$ cat config.mk
export PLATFORM = sky130hd
export DESIGN_NAME = seat_grid_controller
export DESIGN_NICKNAME = d
export VERILOG_FILES = /design/src/rtl/seat_grid_controller.sv
export SDC_FILE = /design/constraint.sdc
export NUM_CORES = 1
export LEC_CHECK = 0
export ABC_AREA = 1
export CORE_MARGIN = 2
export CORE_UTILIZATION = 53
export DETAILED_ROUTE_END_ITERATION = 7
export GPL_TIMING_DRIVEN = 0
export PLACE_DENSITY_LB_ADDON = 0.05
export RECOVER_POWER = 25
export SLEW_MARGIN = 10
export SYNTH_ARGS = -nofsm -noshare
export SYNTH_HDL_FRONTEND = slang
export SYNTH_SLANG_ARGS = --single-unit
$ cat constraint.sdc
create_clock -name clk -period 4.9 [get_ports clk]
set_clock_uncertainty 0.05 [all_clocks]
set_input_delay 0.98 -clock clk [delete_from_list [all_inputs] [get_ports clk]]
set_output_delay 0.98 -clock clk [all_outputs]
set_load 0.01 [all_outputs]
$ cat src/rtl/seat_grid_controller.sv
// Seat-grid overlay controller: keeps a ROWS x COLS occupancy map and a blinking
// cursor, and paints the seats over a video background stream.
// Ports:
//   clk, rst            - sole clock, synchronous active-low reset
//   bright, hCount,
//   vCount, background  - current pixel position, visibility and underlying colour
//   btn_up/down/left/
//   btn_right           - single-cycle cursor move pulses (priority up>down>left>right)
//   btn_sel             - single-cycle toggle of the seat under the cursor
//   clr_all             - single-cycle clear of every seat
//   rgb                 - registered pixel colour, one clock after the pixel inputs
//   cursor_row/col      - current cursor position
//   occ_count           - number of occupied seats
module seat_grid_controller #(
  parameter int unsigned ROWS         = 2,
  parameter int unsigned COLS         = 4,
  parameter int unsigned SEAT_W       = 35,
  parameter int unsigned SEAT_H       = 35,
  parameter int unsigned SPACING      = 15,
  parameter int unsigned BASE_X       = 365,
  parameter int unsigned BASE_Y       = 315,
  parameter int unsigned BLINK_FRAMES = 16,
  parameter int unsigned WRAP         = 0
) (
  input  logic        clk,
  input  logic        rst,
  input  logic        bright,
  input  logic [9:0]  hCount,
  input  logic [9:0]  vCount,
  input  logic [11:0] background,
  input  logic        btn_up,
  input  logic        btn_down,
  input  logic        btn_left,
  input  logic        btn_right,
  input  logic        btn_sel,
  input  logic        clr_all,
  output logic [11:0] rgb,
  output logic [2:0]  cursor_row,
  output logic [2:0]  cursor_col,
  output logic [6:0]  occ_count
);

  localparam int unsigned NSEAT   = ROWS * COLS;
  localparam int unsigned PITCH_X = SEAT_W + SPACING;
  localparam int unsigned PITCH_Y = SEAT_H + SPACING;
  localparam int unsigned CW      = 16;
  localparam int unsigned POS_W   = 3;
  localparam int unsigned CNT_W   = 7;
  localparam int unsigned RGB_W   = 12;
  localparam int unsigned FC_W    = (BLINK_FRAMES > 1) ? $clog2(BLINK_FRAMES) : 1;

  localparam logic [RGB_W-1:0] C_OFF    = 12'h000;
  localparam logic [RGB_W-1:0] C_CURSOR = 12'hFF0;
  localparam logic [RGB_W-1:0] C_OCC    = 12'hF00;
  localparam logic [RGB_W-1:0] C_EMPTY  = 12'h840;

  // State registers
  logic [NSEAT-1:0] occ;
  logic             blink;
  logic [FC_W-1:0]  frame_cnt;

  // Next-state values
  logic [NSEAT-1:0] occ_n;
  logic             blink_n;
  logic [FC_W-1:0]  frame_cnt_n;
  logic [POS_W-1:0] row_n;
  logic [POS_W-1:0] col_n;
  logic [CNT_W-1:0] occ_count_n;
  logic [RGB_W-1:0] rgb_n;

  // Pixel decode results
  logic [CW-1:0]    h_ext;
  logic [CW-1:0]    v_ext;
  logic             row_hit;
  logic             col_hit;
  logic [POS_W-1:0] row_idx;
  logic [POS_W-1:0] col_idx;
  logic             pix_occ;
  logic             pix_cursor;

  // Cursor-side helpers
  logic             move;
  logic             sel_was;
  logic             tick;

  assign h_ext = CW'(hCount);
  assign v_ext = CW'(vCount);
  assign move  = btn_up | btn_down | btn_left | btn_right;
  assign tick  = (hCount == 10'd0) && (vCount == 10'd0);

  // Map the pixel onto a seat row/column band; bands never overlap.
  always_comb begin
    row_hit = 1'b0;
    col_hit = 1'b0;
    row_idx = '0;
    col_idx = '0;
    for (int unsigned r = 0; r < ROWS; r++) begin
      if (v_ext >= CW'(BASE_Y + r * PITCH_Y) &&
          v_ext <= CW'(BASE_Y + r * PITCH_Y + SEAT_H - 1)) begin
        row_hit = 1'b1;
        row_idx = POS_W'(r);
      end
    end
    for (int unsigned c = 0; c < COLS; c++) begin
      if (h_ext >= CW'(BASE_X + c * PITCH_X) &&
          h_ext <= CW'(BASE_X + c * PITCH_X + SEAT_W - 1)) begin
        col_hit = 1'b1;
        col_idx = POS_W'(c);
      end
    end
  end

  // Occupancy of the pixel's seat and of the cursor's seat.
  always_comb begin
    pix_occ = 1'b0;
    sel_was = 1'b0;
    for (int unsigned r = 0; r < ROWS; r++) begin
      for (int unsigned c = 0; c < COLS; c++) begin
        if (row_idx == POS_W'(r) && col_idx == POS_W'(c)) pix_occ = occ[r*COLS + c];
        if (cursor_row == POS_W'(r) && cursor_col == POS_W'(c)) sel_was = occ[r*COLS + c];
      end
    end
    pix_cursor = row_hit && col_hit && (row_idx == cursor_row) && (col_idx == cursor_col);
  end

  // Next-state: cursor, occupancy, blink and pixel colour.
  always_comb begin
    row_n       = cursor_row;
    col_n       = cursor_col;
    occ_n       = occ;
    occ_count_n = occ_count;
    blink_n     = blink;
    frame_cnt_n = frame_cnt;
    rgb_n       = background;

    // Single move per cycle, highest-priority pulse wins.
    if (btn_up) begin
      if (cursor_row != 3'd0)  row_n = cursor_row - 3'd1;
      else if (WRAP != 0)      row_n = POS_W'(ROWS - 1);
    end else if (btn_down) begin
      if (cursor_row != POS_W'(ROWS - 1)) row_n = cursor_row + 3'd1;
      else if (WRAP != 0)                 row_n = '0;
    end else if (btn_left) begin
      if (cursor_col != 3'd0)  col_n = cursor_col - 3'd1;
      else if (WRAP != 0)      col_n = POS_W'(COLS - 1);
    end else if (btn_right) begin
      if (cursor_col != POS_W'(COLS - 1)) col_n = cursor_col + 3'd1;
      else if (WRAP != 0)                 col_n = '0;
    end

    // Toggle acts on the pre-move seat; clear-all overrides it.
    if (clr_all) begin
      occ_n       = '0;
      occ_count_n = '0;
    end else if (btn_sel) begin
      for (int unsigned r = 0; r < ROWS; r++) begin
        for (int unsigned c = 0; c < COLS; c++) begin
          if (cursor_row == POS_W'(r) && cursor_col == POS_W'(c))
            occ_n[r*COLS + c] = ~occ[r*COLS + c];
        end
      end
      occ_count_n = sel_was ? (occ_count - 7'd1) : (occ_count + 7'd1);
    end

    // Blink phase flips every BLINK_FRAMES frames; any user action restarts it visible.
    if (tick) begin
      if (frame_cnt == FC_W'(BLINK_FRAMES - 1)) begin
        frame_cnt_n = '0;
        blink_n     = ~blink;
      end else begin
        frame_cnt_n = frame_cnt + FC_W'(1);
      end
    end
    if (move || btn_sel) begin
      blink_n     = 1'b1;
      frame_cnt_n = '0;
    end

    // Colour priority
    if (!bright)                    rgb_n = C_OFF;
    else if (pix_cursor && blink)   rgb_n = C_CURSOR;
    else if (row_hit && col_hit)    rgb_n = pix_occ ? C_OCC : C_EMPTY;
    else                            rgb_n = background;
  end

  // State register
  always_ff @(posedge clk) begin
    if (!rst) begin
      occ        <= '0;
      cursor_row <= '0;
      cursor_col <= '0;
      blink      <= 1'b1;
      frame_cnt  <= '0;
      rgb        <= C_OFF;
      occ_count  <= '0;
    end else begin
      occ        <= occ_n;
      cursor_row <= row_n;
      cursor_col <= col_n;
      blink      <= blink_n;
      frame_cnt  <= frame_cnt_n;
      rgb        <= rgb_n;
      occ_count  <= occ_count_n;
    end
  end

endmodule

==> impl_metrics.xml, run 1 <==
<?xml version="1.0" encoding="UTF-8"?>
<metrics>
  <group name="run_status">
    <metric name="run_status" unit="">finished, final reports clean</metric>
  </group>
  <group name="clocking">
    <metric name="htreeDepth" unit="">2</metric>
    <metric name="cts_tree" unit="">built</metric>
    <metric name="cts.reportedPaths.clkPinSlew" unit="ps">70</metric>
    <metric name="clk_path_buf_depth" unit="">2</metric>
    <metric name="clock-sinks" unit="">38</metric>
    <metric name="post_cts_resize_count" unit="">0</metric>
    <metric name="holdBufCountCts" unit="">0</metric>
    <metric name="clockRootBuffer" unit="">clkbuf_8</metric>
    <metric name="cts_inserted_buffers" unit="">5</metric>
    <metric name="post_cts.repair.setup_buffers" unit="">0</metric>
    <metric name="clk-insertion-delay-late" unit="ps">290</metric>
  </group>
  <group name="finish">
    <metric name="layout.area.seq" unit="sq um">761</metric>
    <metric name="finalInstanceArea" unit="sq um">3300</metric>
    <metric name="areaGrowthSynthToFinish" unit="%">32.8</metric>
    <metric name="finish.net_count" unit="">510</metric>
    <metric name="area_taken_by_multi_input_logic_gates" unit="sq um">1470</metric>
    <metric name="n_fill_cell" unit="">381</metric>
    <metric name="insertedDiodeCount" unit="">0</metric>
    <metric name="proportion_of_layout_cells_with_a_drive_suffix_above_1" unit="">0.0508</metric>
  </group>
  <group name="floorplanning">
    <metric name="fp.coreArea" unit="sq um">4440</metric>
    <metric name="die_width" unit="microns">72.5</metric>
    <metric name="top_level_ports" unit="">66</metric>
    <metric name="die_area" unit="sq um">5250</metric>
    <metric name="die_height" unit="microns">72.5</metric>
    <metric name="fp-row-count" unit="">24</metric>
    <metric name="initial_core_util" unit="">0.559</metric>
  </group>
  <group name="sta">
    <metric name="setup_violations" unit="">0</metric>
    <metric name="max_freq" unit="MHz">288</metric>
    <metric name="tightestPinTransition" unit="ps">521</metric>
    <metric name="fin_crit" unit="ps">3470</metric>
    <metric name="drv_slew" unit="">0</metric>
    <metric name="maxSlewHeadroom" unit="">0.652</metric>
    <metric name="final_hold_vio_count" unit="">0</metric>
    <metric name="rsz_0062_raised_after_global_routing" unit="">false</metric>
    <metric name="setup_tns" unit="ps">0</metric>
    <metric name="timing.final.crit_share" unit="">0.708</metric>
  </group>
  <group name="global_route">
    <metric name="grt_start_max_net_pins" unit="">12</metric>
    <metric name="gr-usage-all-layers" unit="">0.231</metric>
    <metric name="antenna_found_initial" unit="">0</metric>
    <metric name="first_pass_grt_wire_length" unit="microns">9630</metric>
    <metric name="first_global_vias" unit="">2234</metric>
    <metric name="overflow" unit="">0</metric>
  </group>
  <group name="detailed_routing">
    <metric name="wl_met1" unit="microns">2630</metric>
    <metric name="vias_per_cell" unit="">4.99</metric>
    <metric name="length_of_routed_met2_wiring" unit="microns">2630</metric>
    <metric name="drt-initial-drc-count" unit="">103</metric>
    <metric name="first_pass_iters" unit="">4</metric>
    <metric name="dr_wl_met3" unit="microns">273</metric>
    <metric name="drt_wl_total" unit="microns">5590</metric>
    <metric name="route.detailed.wl_per_inst" unit="microns">11.1</metric>
    <metric name="route.detailed.drc" unit="">0</metric>
    <metric name="highest_layer" unit="">met4</metric>
    <metric name="route.antenna.remaining_nets" unit="">0</metric>
    <metric name="vias" unit="">2521</metric>
  </group>
  <group name="synth">
    <metric name="synth_unique_cells" unit="">32</metric>
    <metric name="synthCells" unit="">381</metric>
    <metric name="ys_warn_count" unit="">0</metric>
    <metric name="synth.largest_area_cell" unit="">dfxtp_1</metric>
    <metric name="yosys-top-cells-area" unit="">dfxtp_1 31%, nand2_1 10%, inv_1 9.8%</metric>
    <metric name="synthDominantCellAreaShare" unit="">0.306</metric>
    <metric name="post_synth_instance_area" unit="sq um">2480</metric>
    <metric name="avgSynthCellArea" unit="sq um">6.52</metric>
    <metric name="synth_register_bits" unit="">38</metric>
    <metric name="synthesis.nets" unit="">439</metric>
    <metric name="synth_sequential_area_ratio" unit="">0.306</metric>
  </group>
  <group name="pwr">
    <metric name="vdd_drop_max" unit="mV">0.248</metric>
    <metric name="total_leakage_power" unit="uW">0.00156</metric>
    <metric name="power_density" unit="nW/um^2">254</metric>
  </group>
  <group name="critical_path">
    <metric name="worstSetupPathType" unit="">register to register</metric>
    <metric name="worst-path-buf-inv" unit="">6</metric>
    <metric name="path_max_fanout" unit="">8</metric>
    <metric name="sort_of_element_at_the_end_of_the_critical_path" unit="">register</metric>
    <metric name="critical_path_top_delay_cell" unit="">dfxtp_1</metric>
    <metric name="cp_common_cell" unit="">nand2_1</metric>
    <metric name="crit_chain" unit="">inv_1 -&gt; ha_1 -&gt; inv_1 -&gt; nor2_1 -&gt; nand2_1 -&gt; o21ai_0 -&gt; inv_1 -&gt; nand2_1 -&gt; nand2_1 -&gt; nand2_1 -&gt; nand2_1 -&gt; nand2_1 -&gt; nand2_1 -&gt; inv_1 -&gt; ha_1 -&gt; a21oi_1 -&gt; inv_1 -&gt; a31oi_1 -&gt; nor2_1 -&gt; o21ai_0 -&gt; nand2_1 -&gt; xor2_1 -&gt; o21ai_0 -&gt; inv_1</metric>
    <metric name="timing.reg2reg.setup_slack" unit="ps">1430</metric>
    <metric name="crit_family" unit="">simple AND/OR/NAND/NOR gates</metric>
    <metric name="slowest_delay" unit="ps">400</metric>
    <metric name="critPathRequiredTime" unit="ps">5040</metric>
    <metric name="critPathArrivalTime" unit="ps">3610</metric>
    <metric name="crit_path_start_kind" unit="">register</metric>
  </group>
  <group name="placement">
    <metric name="routabilityCongestion" unit="">0.817</metric>
    <metric name="dpl-instance-area" unit="sq um">3190</metric>
    <metric name="io_buffer_count" unit="">64</metric>
    <metric name="dp.final_hpwl" unit="microns">4300</metric>
  </group>
  <group name="hold_path">
    <metric name="path_type_of_the_worst_min_delay_path" unit="">register to register</metric>
  </group>
  <group name="run">
    <metric name="maxCapViolCount" unit="">0</metric>
  </group>
</metrics>
-- worst min-delay path, delay by kind of cell (launching register included) --
family                 cells  cell delay [ps]
buffers and inverters      1               70
AO/OA/AOI/OAI              1               60
flip-flops                 1              310
-- cell usage after synthesis, drive strengths merged --
cell type  instances
xor2              10
nand2             72
nor4b              1
a211oi             1
nand4              6
a21o               1
xnor2              1
a31oi              2
nor2              62
dfxtp             38
nor3               2
a21oi             33
fa                 1
nand3             28
ha                16
clkbuf             2
or2                3
nor4               3
o21ai             28
inv               67
nand3b             1
o21bai             1
o22ai              2
-- cell type report --
cell class,count,share of cell area
multi-input cells,274,0.444
well taps,52,0.0197
flip-flops and latches,38,0.230
plain buffers,2,0.00227
inverters,67,0.0762
repair buffers,64,0.194
clock buffers,8,0.0334
-- cells by family after synthesis --
kind of cell	synth area share
buffers and inverters	0.104
adder cells (fa/ha/maj)	0.0886
AO/OA/AOI/OAI	0.144
AND/OR/NAND/NOR	0.319
XOR/XNOR	0.0388
flip-flops	0.306
-- path summary, 6_finish.rpt --
check	from	to	cells after the start
setup reg to reg	cursor_row[0]	occ_count[5]	24
hold reg to reg	occ[2]	occ[2]	2
setup / recovery	cursor_row[0]	occ_count[5]	24
hold / removal	occ[2]	occ[2]	2
-- routing by layer --
metal | up-vias | global-route usage
met3 | 6 | 0.0472
met5 | - | 0
met2 | 61 | 0.401
met4 | 0 | 0.0782
met1 | 1093 | 0.284
li1 | 1361 | -
-- placed cells by master (no fill, tap or decap), types with 2 or more instances in the layout --
cell type        netlist  final
a21oi_1               33     33
a31oi_1                2      2
clkbuf_1               2      2
clkbuf_8               0      8
clkdlybuf4s50_1        0     49
dfxtp_1               38     38
dlygate4sd3_1          0     15
ha_1                  16     16
inv_1                 65     65
inv_2                  2      2
nand2_1               69     69
nand2_2                2      2
nand3_1               26     26
nand3_2                2      2
nand4_1                6      6
nor2_1                56     56
nor2_2                 4      4
nor2_4                 2      2
nor3_1                 2      2
nor4_1                 3      3
o21ai_0               27     27
o22ai_1                2      2
xor2_1                10     10
-- flip-flops by register name, indices dropped and copies added, names as in the netlist --
signal	cells
rgb	12
occ	8
occ_count	7
frame_cnt	4
cursor_col	3
cursor_row	3
blink	1
-- stage by stage --
step / cells / hold slack [ps] / total power [uW] / util / worst slack (ps)
2_1_floorplan: 381 / 402 / 497 / - / 1840
3_3_place_gp: 497 / 423 / 590 / 0.718 / 1520
3_5_place_dp: 497 / 425 / 594 / 0.718 / 1470
4_1_cts: 505 / 437 / 842 / 0.743 / 1440
5_1_grt: 505 / 477 / 890 / 0.743 / 858
6_report: 505 / 435 / 837 / 0.743 / 1430
-- power by group --
part           switching (uW)  internal (uW)
Clock                     107            142
Sequential               15.0            325
Combinational             138            111
Total                     259            578
(Power assumes the default switching activity.)
==> run 2: changes to the inputs <==
--- a/config.mk
+++ b/config.mk
@@ -7,7 +7,7 @@
 export LEC_CHECK = 0
 export ABC_AREA = 1
 export CORE_MARGIN = 2
-export CORE_UTILIZATION = 53
+export CORE_UTILIZATION = 44
 export DETAILED_ROUTE_END_ITERATION = 7
 export GPL_TIMING_DRIVEN = 0
 export PLACE_DENSITY_LB_ADDON = 0.05
==> constraint.sdc (replaced) <==
create_clock -name clk -period 2.8 [get_ports clk]
set_clock_uncertainty 0.05 [all_clocks]
set_input_delay 0.56 -clock clk [delete_from_list [all_inputs] [get_ports clk]]
set_output_delay 0.56 -clock clk [all_outputs]
set_load 0.01 [all_outputs]
==> run 2 against run 1 <==
Compared with the run above:
- the run now ends with setup timing left
- maximum frequency up 18%
- via count up 7.2%
- count of clock-buffer cells in the layout down 3
- clock power up 130%
- worst hold slack better by 12 ps
- highest routed layer unchanged
- critical path depth up 2
- final cell count up 10%
- sequential share of layout area down 2.5 points
- sequential cell count unchanged
- setup slack worse by 1600 ps
- sequential power up 76%
==> impl_metrics.xml, run 2 (synthesized netlist as in run 1, its figures left out) <==
<?xml version="1.0" encoding="UTF-8"?>
<metrics>
  <group name="sta">
    <metric name="setup_violations" unit="">2</metric>
    <metric name="drv_slew" unit="">0</metric>
    <metric name="post-route-worst-setup-slack" unit="ps">-148</metric>
    <metric name="maxSlewHeadroom" unit="">0.609</metric>
    <metric name="setup_tns" unit="ps">-214</metric>
    <metric name="max_freq" unit="MHz">339</metric>
    <metric name="tightestPinTransition" unit="ps">585</metric>
    <metric name="rsz_0062_raised_after_global_routing" unit="">true</metric>
    <metric name="final_hold_vio_count" unit="">0</metric>
    <metric name="timing.final.crit_share" unit="">1.05</metric>
    <metric name="fin_crit" unit="ps">2950</metric>
  </group>
  <group name="pwr">
    <metric name="power_density" unit="nW/um^2">493</metric>
    <metric name="vdd_drop_max" unit="mV">0.374</metric>
    <metric name="total_leakage_power" unit="uW">0.00173</metric>
    <metric name="totalPowerFinal" unit="uW">1860</metric>
  </group>
  <group name="critical_path">
    <metric name="cp_common_cell" unit="">buf_4</metric>
    <metric name="timing.rr.end" unit="">occ_count[6]</metric>
    <metric name="critPathRequiredTime" unit="ps">2950</metric>
    <metric name="rr_startpoint" unit="">cursor_col[0]</metric>
    <metric name="sort_of_element_at_the_end_of_the_critical_path" unit="">register</metric>
    <metric name="slowest_delay" unit="ps">380</metric>
    <metric name="timing.reg2reg.setup_slack" unit="ps">-150</metric>
    <metric name="path_max_fanout" unit="">5</metric>
    <metric name="critPathArrivalTime" unit="ps">3100</metric>
    <metric name="worstSetupPathType" unit="">register to register</metric>
    <metric name="critical_path_top_delay_cell" unit="">dfxtp_4</metric>
    <metric name="crit_family" unit="">buffers and inverters</metric>
    <metric name="worst_setup_path_startpoint" unit="">cursor_col[0]</metric>
    <metric name="worst-path-buf-inv" unit="">10</metric>
    <metric name="worst_r2r_path_depth" unit="">26</metric>
    <metric name="crit_path_start_kind" unit="">register</metric>
  </group>
  <group name="floorplanning">
    <metric name="fp-row-count" unit="">27</metric>
    <metric name="fp.coreArea" unit="sq um">5470</metric>
    <metric name="die_area" unit="sq um">6260</metric>
    <metric name="initial_core_util" unit="">0.454</metric>
    <metric name="die_width" unit="microns">79.2</metric>
    <metric name="die_height" unit="microns">79.2</metric>
    <metric name="top_level_ports" unit="">66</metric>
  </group>
  <group name="run_status">
    <metric name="violations" unit="">setup timing</metric>
    <metric name="run_status" unit="">finished, violations left</metric>
  </group>
  <group name="hold_path">
    <metric name="path_type_of_the_worst_min_delay_path" unit="">register to register</metric>
    <metric name="hold_start" unit="">frame_cnt[1]</metric>
    <metric name="min_delay_path_depth" unit="">2</metric>
    <metric name="worstHoldEndpoint" unit="">frame_cnt[1]</metric>
  </group>
  <group name="run">
    <metric name="maxCapViolCount" unit="">0</metric>
  </group>
  <group name="finish">
    <metric name="layout.cells.most_common_list" unit="">63 x nand2_1, 57 x inv_1, 50 x clkdlybuf4s50_1, 49 x nor2_1, 33 x dfxtp_1</metric>
    <metric name="areaGrowthSynthToFinish" unit="%">51.4</metric>
    <metric name="layout_top_registers" unit="">rgb x12, occ x8, occ_count x7</metric>
    <metric name="insertedDiodeCount" unit="">0</metric>
    <metric name="largest_register_ffs" unit="">12</metric>
    <metric name="finish.net_count" unit="">542</metric>
    <metric name="finalInstanceArea" unit="sq um">3760</metric>
    <metric name="proportion_of_layout_cells_with_a_drive_suffix_above_1" unit="">0.192</metric>
    <metric name="layout.core_utilization" unit="">0.687</metric>
    <metric name="layout.cells.most_common" unit="">nand2_1</metric>
    <metric name="registers.top_by_ff_count" unit="">rgb</metric>
    <metric name="n_fill_cell" unit="">497</metric>
  </group>
  <group name="detailed_routing">
    <metric name="drt_wl_total" unit="microns">6660</metric>
    <metric name="highest_layer" unit="">met4</metric>
    <metric name="route.antenna.remaining_nets" unit="">0</metric>
    <metric name="route.detailed.wl_per_inst" unit="microns">12.0</metric>
    <metric name="route.detailed.drc" unit="">0</metric>
    <metric name="first_pass_iters" unit="">4</metric>
    <metric name="length_of_routed_met2_wiring" unit="microns">3270</metric>
    <metric name="dr_wl_met3" unit="microns">339</metric>
    <metric name="drt-initial-drc-count" unit="">102</metric>
    <metric name="vias" unit="">2703</metric>
    <metric name="wl_met1" unit="microns">2970</metric>
    <metric name="vias_per_cell" unit="">4.85</metric>
  </group>
  <group name="clocking">
    <metric name="clk_path_buf_depth" unit="">2</metric>
    <metric name="clock-sinks" unit="">38</metric>
    <metric name="cts_inserted_buffers" unit="">5</metric>
    <metric name="clk-insertion-delay-late" unit="ps">300</metric>
    <metric name="holdBufCountCts" unit="">0</metric>
    <metric name="htreeDepth" unit="">2</metric>
    <metric name="cts_tree" unit="">built</metric>
    <metric name="cts.reportedPaths.clkPinSlew" unit="ps">80</metric>
    <metric name="clockRootBuffer" unit="">clkbuf_8</metric>
  </group>
  <group name="global_route">
    <metric name="overflow" unit="">0</metric>
    <metric name="first_global_vias" unit="">2732</metric>
    <metric name="gr-usage-all-layers" unit="">0.232</metric>
    <metric name="grt_start_max_net_pins" unit="">14</metric>
    <metric name="first_pass_grt_wire_length" unit="microns">11700</metric>
    <metric name="antenna_found_initial" unit="">0</metric>
  </group>
  <group name="placement">
    <metric name="dp.final_hpwl" unit="microns">4540</metric>
    <metric name="place_worst_setup_slack" unit="ps">-264</metric>
    <metric name="routabilityCongestion" unit="">0.874</metric>
    <metric name="io_buffer_count" unit="">64</metric>
    <metric name="dpl-instance-area" unit="sq um">3250</metric>
  </group>
</metrics>
[run 2: changes by cell type in the layout (fill, tap and decap cells not counted), sizes merged]
cell and change:
clkbuf -3, dlygate4sd3 -1, clkinv +1, bufinv +2
clkdlybuf4s50 +1, buf +32
[run 2: per-stage QoR]
step,hold WS [ps],std cells
after floorplan,402,381
after global placement,429,517
after detailed placement,431,517
after CTS,443,553
after global routing,483,557
final,447,557
[run 2: worst reg2reg max path, cell delays in order (launching register included)]
cell and delay [ps]:
dfxtp_4 380, inv_4 80, ha_1 160, nand2_2 80, nor2_2 150, nand2_1 70
nand3_1 70, nand2_1 50, nand2_1 50, nand2_1 40, nand2_1 50, nand2_1 60
nand2_2 100, nand2_4 80, buf_4 140, buf_4 120, buf_4 130, buf_4 120
buf_4 120, buf_4 120, buf_4 120, buf_4 120, buf_4 120, nand2_1 50
nand4_1 80, nand2_1 90, nor2_1 40
[run 2: area by class of cell]
type / instances / area (sq um) / area share
multi-input cells: 274 / 1600 / 0.426
repair buffers: 96 / 881 / 0.234
flip-flops and latches: 38 / 774 / 0.206
inverters: 67 / 267 / 0.0709
well taps: 72 / 90.1 / 0.0240
clock buffers: 5 / 68.8 / 0.0183
clock inverters: 3 / 68.8 / 0.0183
plain buffers: 2 / 7.51 / 0.00200
[run 2: worst max-delay path by stage]
stage                   end  cells past startpoint  slack, ps
6_report       occ_count[6]                     26       -150
5_1_grt        occ_count[6]                     25       -400
4_1_cts        occ_count[6]                     26       -130
3_5_place_dp   occ_count[6]                     23       -260
3_3_place_gp   occ_count[6]                     23       -240
2_1_floorplan  occ_count[6]                     24         20
[run 2: what timing repair did]
action,4_1_cts,5_1_grt
setup endpoints to repair,2,4
pin swaps,18,17
buffers inserted,28,4
resized for setup,33,16
[run 2: metal layers]
metal  GRT usage  up-vias
li1            -     1421
met5           0        -
met4      0.0655        0
met3      0.0420        7
met1       0.275     1209
met2       0.425       66
[run 2: power by group]
part	internal [uW]	total, uW	switching (uW)	leakage, uW
Sequential	570	600	30.7	0.000313
Combinational	344	673	329	0.00134
Clock	357	581	224	0.0000683
